## config.mk

```make
export PLATFORM = sky130hd
export DESIGN_NAME = fp_sign_unit
export DESIGN_NICKNAME = d
export VERILOG_FILES = /design/src/rtl/fp_sign_unit.sv
export SDC_FILE = /design/constraint.sdc
export NUM_CORES = 1
export LEC_CHECK = 0
export ABC_CLOCK_PERIOD_IN_PS = 900
export CAP_MARGIN = 20
export CORE_AREA = 4 4 41 43
export DETAILED_ROUTE_END_ITERATION = 6
export DIE_AREA = 0 0 45 47
export SYNTH_ARGS = -nofsm -noshare
export SYNTH_HDL_FRONTEND = slang
export SYNTH_SLANG_ARGS = --single-unit
```

## constraint.sdc

```tcl
create_clock -name i_clk -period 0.9 [get_ports i_clk]
set_input_delay 0.09 -clock i_clk [delete_from_list [all_inputs] [get_ports i_clk]]
set_output_delay 0.09 -clock i_clk [all_outputs]
set_load 0.02 [all_outputs]
```

## src/rtl/fp_sign_unit.sv

```systemverilog
`default_nettype none
// ============================================================================
//  Module      : fp_sign_unit
//  Description : Result-sign and effective-operation logic for the FP add/sub
//                datapath, optionally registered with a valid qualifier.
//  Revision    : 1.0 - initial release
// ============================================================================
module fp_sign_unit #(
    parameter int OUT_REG = 1
) (
    input  logic i_clk,
    input  logic i_rst,
    input  logic i_valid,
    input  logic i_add_sub,
    input  logic i_comp_man,
    input  logic i_sign_man_a,
    input  logic i_sign_man_b,
    input  logic i_exact_zero,
    output logic o_sign_s,
    output logic o_eff_sub,
    output logic o_valid
);

    logic w_sb_eff;
    logic w_eff_sub;
    logic w_sign;

    // An exact cancellation of opposite-signed magnitudes always yields +0.
    always_comb begin
        w_sb_eff  = i_sign_man_b ^ i_add_sub;
        w_eff_sub = i_sign_man_a ^ w_sb_eff;
        if (!w_eff_sub) begin
            w_sign = i_sign_man_a;
        end else if (i_exact_zero) begin
            w_sign = 1'b0;
        end else if (i_comp_man) begin
            w_sign = i_sign_man_a;
        end else begin
            w_sign = w_sb_eff;
        end
    end

    generate
        if (OUT_REG != 0) begin : g_reg
            logic r_sign_s_q;
            logic r_eff_sub_q;
            logic r_valid_q;
            logic w_sign_s_d;
            logic w_eff_sub_d;
            logic w_valid_d;

            // Data only loads on valid cycles so idle-cycle garbage never leaks out.
            always_comb begin
                w_sign_s_d  = r_sign_s_q;
                w_eff_sub_d = r_eff_sub_q;
                w_valid_d   = i_valid;
                if (i_valid) begin
                    w_sign_s_d  = w_sign;
                    w_eff_sub_d = w_eff_sub;
                end
            end

            always_ff @(posedge i_clk) begin
                if (i_rst) begin
                    r_sign_s_q  <= 1'b0;
                    r_eff_sub_q <= 1'b0;
                    r_valid_q   <= 1'b0;
                end else begin
                    r_sign_s_q  <= w_sign_s_d;
                    r_eff_sub_q <= w_eff_sub_d;
                    r_valid_q   <= w_valid_d;
                end
            end

            assign o_sign_s  = r_sign_s_q;
            assign o_eff_sub = r_eff_sub_q;
            assign o_valid   = r_valid_q;
        end else begin : g_comb
            assign o_sign_s  = w_sign;
            assign o_eff_sub = w_eff_sub;
            assign o_valid   = i_valid;
        end
    endgenerate

endmodule
`default_nettype wire

```

==> results of run 1 <==
==> area by class of cell <==
cell class              instances  share of cell area
well taps                      15              0.0628
clock buffers                   4              0.0879
multi-input cells              12               0.285
repair buffers                 13               0.364
flip-flops and latches          3               0.201
==> stage by stage <==
| stage | instance area, µm² | setup TNS [ns] | util | setup WS, ns |
|---|---|---|---|---|
| after CTS | 300 | 0 | 0.231 | 0.0142 |
| after global placement | 279 | -1.07 | 0.214 | -0.383 |
| after floorplan | 138 | 0 | - | 0.0315 |
| after detailed placement | 279 | -1.08 | 0.214 | -0.388 |
| after global routing | 299 | 0 | 0.230 | 0.0504 |
| final | 299 | 0 | 0.230 | 0.101 |
==> worst min-delay path, delay by kind of cell <==
family | cells | cell delay, ns
compound gates | 1 | 0.03
buf+inv | 2 | 0.28
==> registers in the layout, summed over array words and instances, names as in the netlist <==
signal / cells
o_eff_sub: 1
o_valid: 1
o_sign_s: 1
==> timing repair <==
action / in CTS / in global routing
gates resized for setup: 15 / 3
setup endpoints to repair: 5 / 2
pin swaps: 1 / 0
==> where the power goes <==
| part | switching, mW | internal (mW) |
|---|---|---|
| logic | 0.0416 | 0.0522 |
| clock network | 0.0696 | 0.166 |
| registers | 0.00317 | 0.143 |
| total | 0.114 | 0.362 |
==> how the worst max path moves through the flow <==
stage	from	to	slack [ns]	cells past startpoint
after floorplan	o_eff_sub$_SDFFE_PP0P_	o_eff_sub$_SDFFE_PP0P_	0.03	2
after global placement	i_sign_man_b	o_eff_sub$_SDFFE_PP0P_	-0.38	4
after detailed placement	i_sign_man_b	o_eff_sub$_SDFFE_PP0P_	-0.39	4
after CTS	o_valid$_SDFF_PP0_	o_valid	0.01	1
after global routing	i_comp_man	o_sign_s$_SDFFE_PP0P_	0.05	4
final	o_sign_s$_SDFFE_PP0P_	o_sign_s	0.10	1
==> cell families after synthesis <==
group	count (synthesis)
flops	3
xor+xnor	1
compound gates	3
simple gates	8
==> placed cells by master (no fill, tap or decap), drive strengths merged <==
cell type / instances
a211o: 1
a311oi: 1
buf: 6
clkbuf: 4
clkdlybuf4s50: 2
dfxtp: 3
dlygate4sd2: 3
dlymetal6s2s: 2
nand2: 1
nand3b: 1
nor2: 2
nor2b: 1
nor3: 1
nor3b: 2
o21ai: 1
xor2: 1
==> layer usage <==
layer / part of all wire / vias to the layer above
met4: 0 / 0
met2: 0.36 / 14
met5: 0 / -
li1: - / 87
met3: 0.16 / 0
met1: 0.48 / 65
==> metrics.md, run 1 <==
| Metric | Value |
|---|---|
| Worst Path Max Fanout | 2 |
| Yosys reg bits | 3 |
| CORE AREA | roughly 1300 µm² |
| Mean Syn Cell Area | 9.18 µm² |
| Top_reg_cell synth | dfxtp_1 |
| Routed Antenna Nets | 0 |
| Cells along the critical path | buf_2 |
| Hold endpoint | o_sign_s$_SDFFE_PP0P_ |
| Hold WS | 0.220 ns |
| Compound-Gate Fraction of Synth Area | 0.173 |
| Die Wd | about 45 µm |
| Total routed wirelength | 389 µm |
| Setup violation total in the final timing report | 0 |
| Final critical-path required period | ~0.80 ns |
| Grt met3 use | 0.0230 |
| I/O pins | 11 |
| Initial DRC Count | 1 |
| Yosys cell types | 11 |
| Worst Hold Class | input pin to flop |
| Cell Pwr Density | 1590 nW/µm² |
| Ys async rst share | 0 |
| Slew Limit Fails | 0 |
| Area leader, netlist | dfxtp_1 |
| RR Startpoint | o_eff_sub$_SDFFE_PP0P_ |
| Share of layout cells above drive strength 1 | 0.344 |
| Via count | 166 |
| Part of the cycle the worst path needs | 0.887 |
| Count leader, synth | dfxtp_1 |
| Relative slew margins | 0.877 |
| Synth Cell Area | 138 µm² |
| Outcome | completed |
| Clock insertion delay at the later pin of the skew report | 0.23 ns |
| CP startpoint kind | flop |
| Multi-input gate area | 85.1 µm² |
| Max VDD drop | 0.349 mV |
| Largest net degree at the start of global routing | 6 |
| Max cap viols | 0 |
| First-pass GRT wire length | 627 µm |
| Grt peak-use layer | met1 |
| Clock tree buffer depth | 2 |
| Hold Startpoint | i_rst |
| DRC Markers | 0 |
| CTS Buf Count | 3 |
| Warnings, synthesis | 0 |
| 1st-pass router iterations | 4 |
| Filler Cells Inserted | 154 |
| Max frequency | 1250 MHz |
| Share of the synthesized area in the top cell type | 0.436 |
| Routed WL per cell | 8.28 µm |
| CTS sink cnt | 3 |
| Leakage power | 0.148 nW |
| Total GRT Usage | 0.0450 |
| Routability cong. | between 0.6 and 0.7 |
| Max incr delay on CP | roughly 0.32 ns |
| Reg2reg path depth | 2 |
| Via density per instance | approximately 3.5 |
| # diodes | 0 |
| Initial Util | 0.106 |
| EDFF count, synth | 0 |
| Hold buffer count at cts | 0 |
| CP endpoint kind | primary output |
| Classification of the worst setup path | flop to primary output |
| Area Growth Syn to Fin | 117% |
| Initial antenna violation count | 0 |
| Port Buffers | 10 |
| Crit path DAT | 0.71 ns |
| FP Rows | 13 |
| DIE AREA | 2120 µm² |
| CP top delay family | flip-flops |
| Non-Filler Instances | 47 |
| Placed cell count | 43 |
| FF+latch area | between 60 and 70 µm² |
| Met1 usage in global routing | 0.0568 |
| Mux contribution to synthesized area | 0 |
| Top cells by area, synth | dfxtp_1, nor3b_1, a211o_2 |
| Final net count | 41 |
| Root Buffer Master | clkbuf_4 |
| Vias in the first global route | 162 |
| Top cell types by occurrence after synthesis | dfxtp_1, nor2_1, nor3b_1 |
| R2r endpoint | o_eff_sub$_SDFFE_PP0P_ |
| TritonCTS clock tree | built |
| Die H | 47 µm |
| Largest family of logic cells by synthesized area | simple AND/OR/NAND/NOR gates |
| Total power | between 0.4 and 0.5 mW |
| R2R Setup Slk | about 0.11 ns |
| RSZ-0062 raised after global routing | no |
| Adder-cell share of the synthesized area | 0 |
| GRT overflow | 0 |
| Mapped Nets | 23 |
| Xor/xnor share of the synthesized area | 0.0636 |
| Worst-Margin Slew | around 0.18 ns |
| CP bufs+invs | 1 |
| Reg clk slew, reported paths | 0.04 ns |
| Max Clock Skew | 0 ns |
| H-tree levels | 1 |
| Critical Path Slowest Stage Cell | dfxtp_1 |
| Simple-gate share of the synthesized area | 0.327 |
| Register area share after synthesis | 0.436 |
| Synthesized instance count | 15 |
| Critical Path RT | 0.81 ns |
| Hold Vio Cnt, Final | 0 |
| M2 GR Usage | 0.0480 |
| Hold path depth | 3 |
| Setup bufs post-CTS | 0 |
No activity file was read; power rests on OpenSTA's default activity.
==> inputs of run 2 (changes only) <==
--- a/config.mk
+++ b/config.mk
@@ -7,9 +7,9 @@
 export LEC_CHECK = 0
 export ABC_CLOCK_PERIOD_IN_PS = 900
 export CAP_MARGIN = 20
-export CORE_AREA = 4 4 41 43
+export CORE_AREA = 2 2 39 41
 export DETAILED_ROUTE_END_ITERATION = 6
-export DIE_AREA = 0 0 45 47
+export DIE_AREA = 0 0 41 43
 export SYNTH_ARGS = -nofsm -noshare
 export SYNTH_HDL_FRONTEND = slang
 export SYNTH_SLANG_ARGS = --single-unit
==> run 2 against run 1 <==
Against the previous run: global-route usage increased by 1.0 points; worst setup slack about the same; sequential power about the same; design area increased by 0.42%; via count decreased by 3.0%; critical endpoint is now o_eff_sub$_SDFFE_PP0P_; routed wire length decreased by 8.5%.
==> metrics.md, run 2 (synthesized netlist as in run 1, its figures left out) <==
| Metric | Value |
|---|---|
| Critical Path RT | 1.02 ns (was 0.81 ns) |
| Hold path depth | 3 (unchanged) |
| Die H | 43 µm (was 47 µm) |
| Initial antenna violation count | 0 (unchanged) |
| RSZ-0062 raised after global routing | no (unchanged) |
| CP endpoint kind | flop (was primary output) |
| Max VDD drop | 0.312 mV (was 0.349 mV) |
| Most frequent cells in the layout | clkbuf_4, dlygate4sd2_1, dfxtp_1, buf_2, buf_4 (unchanged) |
| Total GRT Usage | 0.0551 (was 0.0450) |
| RR Startpoint | o_eff_sub$_SDFFE_PP0P_ (unchanged) |
| Hold buffer count at cts | 0 (unchanged) |
| Initial Util | 0.0995 (was 0.106) |
| Non-Filler Instances | 48 (was 47) |
| Setup violation total in the final timing report | 0 (unchanged) |
| CP startpoint kind | flop (unchanged) |
| 1st-pass router iterations | 2 (was 4) |
| Share of layout cells above drive strength 1 | 0.344 (unchanged) |
| # diodes | 0 (unchanged) |
| Initial DRC Count | 2 (was 1) |
| Crit path DAT | 0.92 ns (was 0.71 ns) |
| Total routed wirelength | 356 µm (was 389 µm) |
| CORE AREA | 1380 µm² (was 1300 µm²) |
| Final net count | 41 (unchanged) |
| Worst Path Max Fanout | 2 (unchanged) |
| Vias in the first global route | 181 (was 162) |
| Hold Vio Cnt, Final | 0 (unchanged) |
| Routability cong. | 0.535 (was 0.680) |
| Die Wd | 41 µm (was 45 µm) |
| Port Buffers | 10 (unchanged) |
| FP Rows | 14 (was 13) |
| Clock tree buffer depth | 2 (unchanged) |
| Filler Cells Inserted | 160 (was 154) |
| Max frequency | 1250 MHz (about the same) |
| Routed WL per cell | 7.42 µm (was 8.28 µm) |
| GRT overflow | 0 (unchanged) |
| Cell Pwr Density | 1590 nW/µm² (about the same) |
| Hold Startpoint | i_rst (unchanged) |
| First-pass GRT wire length | 634 µm (was 627 µm) |
| Relative slew margins | 0.874 (was 0.877) |
| Setup bufs post-CTS | 0 (unchanged) |
| Clock insertion delay at the later pin of the skew report | 0.23 ns (about the same) |
| Reg2reg path depth | 2 (unchanged) |
| Via count | 161 (was 166) |
| Max cap viols | 0 (unchanged) |
| Classification of the worst setup path | flop to flop (was flop to primary output) |
| Setup crit start | o_eff_sub$_SDFFE_PP0P_ (was o_sign_s$_SDFFE_PP0P_) |
| Reg clk slew, reported paths | 0.04 ns (about the same) |
| TritonCTS clock tree | built (unchanged) |
| Part of the cycle the worst path needs | 0.888 (was 0.887) |
| Slew Limit Fails | 0 (unchanged) |
| CTS sink cnt | 3 (unchanged) |
| Largest net degree at the start of global routing | 5 (was 6) |
| Outcome | completed (unchanged) |
| Routed Antenna Nets | 0 (unchanged) |
| Via density per instance | 3.35 (was 3.53) |
| DRC Markers | 0 (unchanged) |
| Final core occ | 0.217 (was 0.230) |
| Detail Placement HPWL | 273 µm |
| Worst-Margin Slew | 0.187 ns (was 0.183 ns) |
| Worst Hold Class | input pin to flop (unchanged) |
| H-tree levels | 1 (unchanged) |
| Leakage power | 0.148 nW (about the same) |
| Max Clock Skew | 0 ns (unchanged) |
| I/O pins | 11 (unchanged) |
| Area Growth Syn to Fin | 118% (was 117%) |
| Root Buffer Master | clkbuf_4 (unchanged) |
| DIE AREA | 1760 µm² (was 2120 µm²) |
| CTS Buf Count | 3 (unchanged) |
| Placed cell count | 44 (was 43) |
| Final critical-path required period | 0.799 ns (about the same) |
==> run 2: cell counts in the layout (fill, tap and decap cells not counted) <==
No cell type changed its count.
==> run 2: area by class of cell <==
type / instances / area, µm² / share of cell area
clock buffers: 4 / 26.3 / 0.0875
flip-flops and latches: 3 / 60.1 / 0.200
repair buffers: 13 / 109 / 0.362
well taps: 16 / 20.0 / 0.0667
multi-input cells: 12 / 85.1 / 0.283
==> run 2: path summary, 6_finish.rpt <==
check | end | slack [ns]
worst max-delay path | o_eff_sub$_SDFFE_PP0P_ | 0.10
worst min-delay path | o_valid$_SDFF_PP0_ | 0.22
worst max register to register | o_eff_sub$_SDFFE_PP0P_ | 0.10
worst min register to register | o_sign_s$_SDFFE_PP0P_ | 0.59
==> run 2: power breakdown <==
part	leakage (nW)	switching, mW	total [mW]	internal, mW
clock network	0.0150	0.0705	0.237	0.166
registers	0.0249	0.00330	0.147	0.143
logic	0.108	0.0410	0.0933	0.0523
total	0.148	0.115	0.477	0.362
==> run 2: through the flow <==
stage | cell area (µm²) | power, mW | setup slack [ns] | hold slack (ns) | TNS, ns
floorplan | 138 | 0.184 | 0.0315 | 0.162 | 0
CTS | 302 | 0.497 | 0.0120 | 0.359 | 0
global route | 300 | 0.516 | 0.0339 | 0.244 | 0
global placement | 280 | 0.254 | -0.397 | 0.587 | -1.03
detailed placement | 280 | 0.255 | -0.406 | 0.592 | -1.04
finish | 300 | 0.477 | 0.101 | 0.220 | 0
==> run 2: critical path: stages (launching register included) <==
cell,delay (ns)
dfxtp_1,0.30
nor3b_1,0.13
a211o_2,0.26
==> run 2: what timing repair did <==
item | in CTS | in global routing
pin swaps | 1 | 1
resized for setup | 15 | 3
endpoints found under the setup margin | 5 | 3
==> run 2: layer usage <==
layer / track usage / wire length [µm]
met5: 0 / 0
met4: 0.0600 / 0
met2: 0.0781 / 159
met1: 0.0573 / 155
met3: 0.0157 / 40
==> inputs of run 3 (changes only) <==
--- a/config.mk
+++ b/config.mk
@@ -7,9 +7,9 @@
 export LEC_CHECK = 0
 export ABC_CLOCK_PERIOD_IN_PS = 900
 export CAP_MARGIN = 20
-export CORE_AREA = 2 2 39 41
+export CORE_AREA = 4 4 41 43
 export DETAILED_ROUTE_END_ITERATION = 6
-export DIE_AREA = 0 0 41 43
+export DIE_AREA = 0 0 45 47
 export SYNTH_ARGS = -nofsm -noshare
 export SYNTH_HDL_FRONTEND = slang
 export SYNTH_SLANG_ARGS = --single-unit
==> results of run 3 <==
Same layout as run 1: the final DEF is identical, and so are final timing and power.
